--- src/rtl/baud_gen.sv ---
// ---------------------------------------------------------------------------
// baud_gen
//
// Baud-rate tick generator for a UART. A 4-bit rate code selects one of
// twelve standard rates; the matching divisors are worked out at elaboration
// time from CLK_HZ and OVERSAMPLE, so no divider is built in hardware.
//
// Two free-running counters derive the ticks:
//   tx counter : divisor k,  one tx_tick per bit period
//   os counter : divisor ko, OVERSAMPLE os_ticks per bit period
//
// Ports
//   clk       in   system clock, rising edge
//   reset     in   synchronous active-high reset
//   en        in   tick enable, counters hold while low
//   baud_val  in   requested rate code (0..11 legal)
//   ld        in   strobe: load baud_val as the active code
//   resync    in   strobe: restart the oversample counter
//   tx_tick   out  one-cycle pulse per bit period
//   os_tick   out  one-cycle pulse per oversample period
//   k         out  active bit-period divisor (0 when invalid)
//   valid     out  active code is legal and ticks may run
// ---------------------------------------------------------------------------
module baud_gen #(
    parameter int         CLK_HZ     = 100_000_000,
    parameter int         OVERSAMPLE = 16,
    parameter int         CNT_W      = 19,
    parameter logic [3:0] RESET_BAUD = 4'b0100
) (
    input  logic             clk,
    input  logic             reset,
    input  logic             en,
    input  logic [3:0]       baud_val,
    input  logic             ld,
    input  logic             resync,
    output logic             tx_tick,
    output logic             os_tick,
    output logic [CNT_W-1:0] k,
    output logic             valid
);

    localparam logic [63:0]      CLK64   = 64'(CLK_HZ);
    localparam logic [63:0]      OS64    = 64'(OVERSAMPLE);
    localparam logic [63:0]      CNT_LIM = 64'd1 << CNT_W;
    localparam logic [CNT_W-1:0] CNT_ONE = CNT_W'(1);

    // Baud rate for each code; unused codes return 0 so they come out invalid.
    function automatic logic [63:0] rate_of(input int code);
        case (code)
            0:       return 64'd300;
            1:       return 64'd1200;
            2:       return 64'd2400;
            3:       return 64'd4800;
            4:       return 64'd9600;
            5:       return 64'd19200;
            6:       return 64'd38400;
            7:       return 64'd57600;
            8:       return 64'd115200;
            9:       return 64'd230400;
            10:      return 64'd460800;
            11:      return 64'd921600;
            default: return 64'd0;
        endcase
    endfunction

    // Round-to-nearest integer division; a zero denominator yields 0.
    function automatic logic [63:0] round_div(input logic [63:0] num,
                                              input logic [63:0] den);
        if (den == 64'd0) begin
            return 64'd0;
        end
        return (num + (den >> 1)) / den;
    endfunction

    // Divisor and legality lookup tables, all constants after elaboration.
    logic [CNT_W-1:0] k_tab  [16];
    logic [CNT_W-1:0] ko_tab [16];
    logic             ok_tab [16];

    for (genvar i = 0; i < 16; i++) begin : g_rate
        localparam logic [63:0] KV  = round_div(CLK64, rate_of(i));
        localparam logic [63:0] KOV = round_div(CLK64, rate_of(i) * OS64);
        localparam bit          OK  = (i < 12) && (KV >= 64'd2) &&
                                      (KOV >= 64'd2) && (KV < CNT_LIM);
        assign ok_tab[i] = OK;
        assign k_tab[i]  = OK ? KV[CNT_W-1:0]  : '0;
        assign ko_tab[i] = OK ? KOV[CNT_W-1:0] : '0;
    end

    logic [3:0]       code;
    logic [CNT_W-1:0] ko;
    logic [CNT_W-1:0] tx_cnt;
    logic [CNT_W-1:0] os_cnt;
    logic             run;

    assign k     = k_tab[code];
    assign ko    = ko_tab[code];
    assign valid = ok_tab[code];
    assign run   = en && valid;

    // Active code register and tx counter. Priority is reset, then ld, then
    // normal counting; ld discards any tick that would have been due.
    always_ff @(posedge clk) begin
        if (reset) begin
            code    <= RESET_BAUD;
            tx_cnt  <= '0;
            tx_tick <= 1'b0;
        end else if (ld) begin
            code    <= baud_val;
            tx_cnt  <= '0;
            tx_tick <= 1'b0;
        end else if (run) begin
            if (tx_cnt == k - CNT_ONE) begin
                tx_cnt  <= '0;
                tx_tick <= 1'b1;
            end else begin
                tx_cnt  <= tx_cnt + CNT_ONE;
                tx_tick <= 1'b0;
            end
        end else begin
            tx_tick <= 1'b0;
        end
    end

    // Oversample counter. resync restarts it for start-bit alignment and
    // swallows any tick due in that cycle; ld still wins over resync.
    always_ff @(posedge clk) begin
        if (reset || ld || resync) begin
            os_cnt  <= '0;
            os_tick <= 1'b0;
        end else if (run) begin
            if (os_cnt == ko - CNT_ONE) begin
                os_cnt  <= '0;
                os_tick <= 1'b1;
            end else begin
                os_cnt  <= os_cnt + CNT_ONE;
                os_tick <= 1'b0;
            end
        end else begin
            os_tick <= 1'b0;
        end
    end

endmodule

--- config.mk ---
export PLATFORM = sky130hd
export DESIGN_NAME = baud_gen
export DESIGN_NICKNAME = d
export VERILOG_FILES = /design/src/rtl/baud_gen.sv
export SDC_FILE = /design/constraint.sdc
export NUM_CORES = 1
export LEC_CHECK = 0
export BUFFER_PORTS_ARGS = -buffer_cell sky130_fd_sc_hd__buf_2
export CAP_MARGIN = 20
export CORE_UTILIZATION = 55
export CTS_CLUSTER_DIAMETER = 30
export CTS_CLUSTER_SIZE = 24
export DETAILED_ROUTE_END_ITERATION = 16
export PLACE_DENSITY = 0.87
export SLEW_MARGIN = 20
export SYNTH_ARGS = -nofsm -noshare
export SYNTH_HDL_FRONTEND = slang
export SYNTH_SLANG_ARGS = --single-unit
--- constraint.sdc ---
create_clock -name clk -period 3.4 [get_ports clk]
set_input_delay 1.02 -clock clk [delete_from_list [all_inputs] [get_ports clk]]
set_output_delay 1.02 -clock clk [all_outputs]
set_load 0.005 [all_outputs]
==> results of run 1 <==
## worst max path at each step
| stage | depth (start not counted) | slack (ps) | endpoint |
|---|---|---|---|
| finish | 12 | 160 | tx_cnt[7] |
| global route | 12 | 10 | tx_cnt[7] |
| CTS | 12 | 150 | tx_cnt[7] |
| detailed placement | 12 | 180 | tx_cnt[7] |
| global placement | 12 | 350 | tx_cnt[5] |
| floorplan | 13 | 240 | tx_cnt[10] |
## placed cells by master (no fill, tap or decap), types with 12 or more instances in the layout
master	Yosys	layout
o21ai_0	21	21
nand2_1	33	33
buf_4	5	17
xnor2_1	26	26
dfxtp_1	44	42
nor2_1	30	30
buf_2	8	29
ha_1	12	12
nor3_1	35	35
xor2_1	24	24
inv_1	19	19
a21oi_1	20	20
nand3_1	15	15
nand4_1	15	15
## cells by family after synthesis
| family | count (synthesis) | synth area share |
|---|---|---|
| buffers and inverters | 60 | 0.0810 |
| adder cells (fa/ha/maj) | 12 | 0.0387 |
| other | 1 | 0.000967 |
| AND/OR/NAND/NOR | 220 | 0.331 |
| XOR/XNOR | 50 | 0.113 |
| multiplexers | 4 | 0.0107 |
| flip-flops | 44 | 0.227 |
| AO/OA/AOI/OAI | 101 | 0.197 |
## tightest hold or removal path, stage by stage (launching register included)
cell,delay [ps]
dfxtp_1,350
nand2_1,70
a21oi_1,50
## through the flow
stage          power [mW]  cells
3_3_place_gp        0.864    595
3_5_place_dp        0.875    595
2_1_floorplan       0.788    492
4_1_cts              1.21    603
5_1_grt              1.27    603
6_report             1.21    603
## power groups by stage
stage	registers (mW)	logic, mW	clock network [mW]
finish	0.530	0.343	0.337
global route	0.531	0.372	0.364
CTS	0.530	0.335	0.345
detailed placement	0.542	0.333	0
global placement	0.542	0.323	0
floorplan	0.536	0.252	0
## sequential cells by signal, indices dropped and copies added (netlist names)
register / cells
tx_cnt: 19
tx_tick: 1
os_tick: 1
os_cnt: 19
code: 4
## cells in the mapped netlist (5+ instances only)
master	number	area, um^2
o211ai_1	10	75.1
nand3_1	15	75.1
buf_4	5	37.5
xor2_1	24	210
a21oi_1	20	100
nor2b_1	10	62.6
nor3_2	10	100
and4_1	6	52.6
nor2_1	30	113
nand4_1	15	93.8
ha_1	12	150
xnor2_1	26	228
dfxtp_1	44	881
nor4_1	7	43.8
o21ai_0	21	105
and2_1	9	56.3
nor3_1	35	175
inv_1	19	71.3
nand2b_1	8	50.1
or3_1	6	37.5
buf_2	8	40.0
and3_1	6	37.5
clkbuf_1	17	63.8
buf_6	8	90.1
nand2_1	33	124
o31ai_1	5	37.5
nand3b_1	5	37.5
## repair_timing
action	in CTS	in global routing
hold endpoints to repair	0	0
endpoints found under the setup margin	0	17
resized for setup	0	1
## cell type report
type	instances	area [um^2]	area share
clock buffer	7	86.3	0.0209
clock inverter	1	7.51	0.00181
inverter	20	75.1	0.0181
multi-input combinational	388	2680	0.648
sequential	44	883	0.213
tap	96	120	0.0290
timing repair buffer	47	284	0.0686
## per-layer routing
metal | GRT usage | share of wire | up-vias
li1 | - | - | 1816
met4 | 0.129 | 0.038 | 0
met5 | 0 | 0 | -
met2 | 0.475 | 0.47 | 185
met1 | 0.360 | 0.41 | 1801
met3 | 0.0529 | 0.078 | 48
==> results.md, run 1 <==
* CTS tree: yes
* GPL Wtd Cong at 0.985
* Core area at 6790 um^2
* R2R Path Start: code[0]
* Critical Path Start: code[0]
* Die height at 86.0 um
* Cell Area, Synth at 3880 um^2
* CP Cell Sequence: inv_1, ha_1, nand2b_1, a21o_1, ha_1, xnor2_1, a221o_1, a2111oi_2, o2111ai_1, nor4_4, buf_6, nor3_1
* Slew headroom at 0.516
* GRT Resource Usage Total at 0.286
* CP Class: flip-flop to flip-flop
* Antenna Nets Post-Route at 0
* Std cell rows at 30
* Port bufs at 29
* Hold crit path type: flip-flop to flip-flop
* Peak supply drop at 0.217 mV
* Crit path DAT at 3400 ps
* GRT overflow at 0
* NumNets Final at 527
* Setup TNS at 0 ps
* Hold Path Cell Cnt at 2
* Fin area at 4140 um^2
* Setup crit end kind: flip-flop
* Clock Power Share at 0.279
* CP Data Required Time at 3560 ps
* Detail Placement HPWL at 7650 um
* Hold path start: os_cnt[1]
* First-pass GRT wire length at 17,100 um
* Combinational share of power at 0.284
* Worst-path clk slew at 80 ps
* Area growth, synth to finish at 6.75%
* Seq/Total Area, Yosys at 0.227
* Ys async rst share at 0
* CP Launch Type: flip-flop
* Net Sw Frac at 0.322
* Main synth FF type: dfxtp_1
* Worst-margin pin slew at 716 ps
* Fill cells at 595
* #FFs+latches synth at 44
* Flop pwr share at 0.438
* Root buffer cell: clkbuf_8
* # setup viols final at 0
* Starting density of the core at 0.571
* Post-CTS Hold Fix Bufs at 0
* Initial antenna violation count at 0
* Skew-Pair Late Insertion Delay at 290 ps
* Drt initial violations at 434
* Mapped Avg Cell Area at 7.88 um^2
* CP Max Fanout at 17
* Cell variety after synth at 78
* CP delay by family, top: compound AO/OA/AOI/OAI gates
* Minimum clock period at 3240 ps
* Post-CTS Setup Repair Bufs at 0
* Net load switching power at 0.390 mW
* Inserted Diodes at 0
* RSZ-0062 raised after global routing: false
* Pre-CTS setup slack at 177 ps
* Max capacitance violation total at 0
* Placed Area at 4040 um^2
* Leak at 1.49 nW
* WHS at 515 ps
* DR pass1 iterations at 6
* Worst path most repeated cell: ha_1
* Die width at 86.0 um
* Largest net degree at the start of global routing at 32
* CP bufs+invs at 2
* Slew Limit Fails at 0
* Finished Core Util at 0.609
* FF-to-FF End: tx_cnt[7]
* Synth Net Count at 513
* WL final at 10,200 um
* Vias at 3,850
* Status: finished, final reports clean
* Via density at 6.38
* Depth of the worst register-to-register path at 12
* CP peak stage delay at 320 ps
* Flop2flop setup slack at 160 ps
* Sink Count at 44
* Total CTS buffers at 5
* Ys Warns at 0
* Mean routed wirelength per cell at 16.8 um
* Vias in the first global route at 3,595
* Die area at 7390 um^2
* Hold endpoint: os_cnt[1]
* H-Tree Depth at 2
* Fin. Hold Viols at 0
* Final WS setup at 162 ps
* Clock Skew at 11.4 ps
* FMAX at 309 MHz
* DRC at 0
* P_int at 0.822 mW
* Slowest-stage cell, CP: dfxtp_1
* Tcrit/Tclk final at 0.952
* Clock Tree Buf Depth at 2
* EDFF count, synth at 0
* Power Density at 293 nW/um^2
* IO Pins at 31
* Mapped Cells at 492
* Share of layout cells above drive strength 1 at 0.166
Power figures use the tool's default switching activity.
==> inputs of run 2 (changes only) <==
--- a/config.mk
+++ b/config.mk
@@ -13,2 +13,3 @@
 export DETAILED_ROUTE_END_ITERATION = 16
+export GPL_TIMING_DRIVEN = 0
 export PLACE_DENSITY = 0.87
==> constraint.sdc (replaced) <==
create_clock -name clk -period 3.4 [get_ports clk]
set_input_delay 0 -clock clk [delete_from_list [all_inputs] [get_ports clk]]
set_output_delay 0 -clock clk [all_outputs]
set_load 0.005 [all_outputs]
==> results.md, run 2 (synthesis gave the netlist of run 1 again) <==
* GPL Wtd Cong at 0.954
* CP Class: flip-flop to flip-flop
* Die width at 86.0 um
* FMAX at 303 MHz
* Critical Path Start: code[0]
* Most frequent cells in the layout: dfxtp_1 (42), nor3_1 (34), nand2_1 (33), buf_2 (32), nor2_1 (30)
* Final WS setup at 95.1 ps
* Vias at 4,111
* Clock Tree Buf Depth at 2
* Clock Skew at 4.98 ps
* Slew headroom at 0.340
* Combinational share of power at 0.327
* Die height at 86.0 um
* WHS at 178 ps
* Initial antenna violation count at 0
* Worst-margin pin slew at 979 ps
* Minimum clock period at 3300 ps
* RSZ-0062 raised after global routing: true
* Vias in the first global route at 3,839
* Peak supply drop at 0.237 mV
* Area growth, synth to finish at 15.6%
* Status: finished, final reports clean
* Slew Limit Fails at 0
* Overall power at 1.25 mW
* Biggest regs: os_cnt: 19 flops, tx_cnt: 19 flops, code: 4 flops
* CP peak stage delay at 540 ps
* Worst-path clk slew at 80 ps
* CP Max Fanout at 10
* Mean routed wirelength per cell at 18.7 um
* DRC at 0
* CP Launch Type: flip-flop
* Inserted Diodes at 0
* Net Sw Frac at 0.341
* Placed Area at 4140 um^2
* NumNets Final at 562
* Crit path DAT at 3480 ps
* Clock Power Share at 0.254
* Hold path start: ld
* Fin. Hold Viols at 0
* # setup viols final at 0
* GRT Resource Usage Total at 0.319
* First-pass GRT wire length at 18,500 um
* Root buffer cell: clkbuf_8
* CP Data Required Time at 3580 ps
* Final std cells w/o fill at 637
* Via density at 6.45
* Tcrit/Tclk final at 0.972
* Fin area at 4480 um^2
* Core area at 6790 um^2
* DR pass1 iterations at 6
* Net load switching power at 0.426 mW
* WL final at 11,900 um
* R2R Path Start: code[0]
* Starting density of the core at 0.571
* Finished Core Util at 0.659
* CTS tree: yes
* Slowest-stage cell, CP: or4b_4
* Commonest non-fill, non-tap cell in the layout: dfxtp_1
* Pre-CTS setup slack at -566 ps
* Power Density at 279 nW/um^2
* Skew-Pair Late Insertion Delay at 310 ps
* GRT overflow at 0
* Largest net degree at the start of global routing at 13
* Total CTS buffers at 5
* Sink Count at 44
* H-Tree Depth at 2
* Die area at 7390 um^2
* IO Pins at 31
* CP Cell Sequence: buf_6, clkinvlp_4, ha_2, nand2b_4, a21o_1, ha_1, xor2_1, or4b_4, a21oi_2, o2111ai_2, nor4_4, buf_4, nor3_1
* Max capacitance violation total at 0
* Drt initial violations at 395
* P_int at 0.822 mW
* Port bufs at 28
* Leak at 1.61 nW
* Setup crit end kind: flip-flop
* Std cell rows at 30
* Post-Place Cells at 616
* Share of layout cells above drive strength 1 at 0.198
* Hold crit path type: input port to flip-flop
* Antenna Nets Post-Route at 0
* Detail Placement HPWL at 8410 um
* Flop pwr share at 0.419
* Setup TNS at 0 ps
run 2: changes by cell type in the layout (fill, tap and decap cells not counted), sizes merged:
cell | before | now
clkinvlp | 1 | 2
inv | 20 | 18
clkinv | 0 | 1
buf | 47 | 59
clkbuf | 7 | 24
dlygate4sd3 | 0 | 5
run 2: layout make-up:
type / instances / area [um^2]
clock buffer: 6 / 72.6
inverter: 20 / 82.6
timing repair buffer: 43 / 269
buffer: 39 / 269
fill: 576 / 2310
sequential: 44 / 888
tap: 96 / 120
multi-input combinational: 388 / 2770
clock inverter: 1 / 5.00
run 2: critical path: cells and delay by family, from the launching register on:
family / cells / cell delay (ps)
simple gates: 4 / 1130
compound gates: 3 / 540
buf+inv: 3 / 500
fa+ha+maj: 2 / 480
flops: 1 / 360
xor+xnor: 1 / 160
run 2: metal layers:
| metal | wire, um | vias to the layer above | part of all wire | GRT usage |
|---|---|---|---|---|
| li1 | - | 1892 | - | - |
| met1 | 4730 | 1889 | 0.40 | 0.393 |
| met2 | 5460 | 246 | 0.46 | 0.514 |
| met3 | 965 | 84 | 0.081 | 0.0529 |
| met4 | 742 | 0 | 0.062 | 0.206 |
| met5 | 0 | - | 0 | 0 |
run 2: power groups by stage:
stage                     logic [mW]  clock network, mW  registers (mW)
after global routing           0.436              0.339           0.523
after global placement         0.338                  0           0.539
final                          0.408              0.318           0.523
after CTS                      0.358              0.321           0.527
after floorplan                0.252                  0           0.536
after detailed placement       0.346                  0           0.539
run 2: repair_timing:
item,4_1_cts,5_1_grt
gates cloned,0,1
resized for setup,6,31
setup endpoints to repair,36,36
pin swaps,2,6
hold buffers,5,0
endpoints found under the hold margin,4,0
setup buffers,5,4
run 2: worst paths after layout:
check	end	slack (ps)	cells past startpoint
min reg2reg	os_cnt[0]	530	2
max reg2reg	tx_cnt[5]	100	13
max	tx_cnt[5]	100	13
min	code[3]	180	3
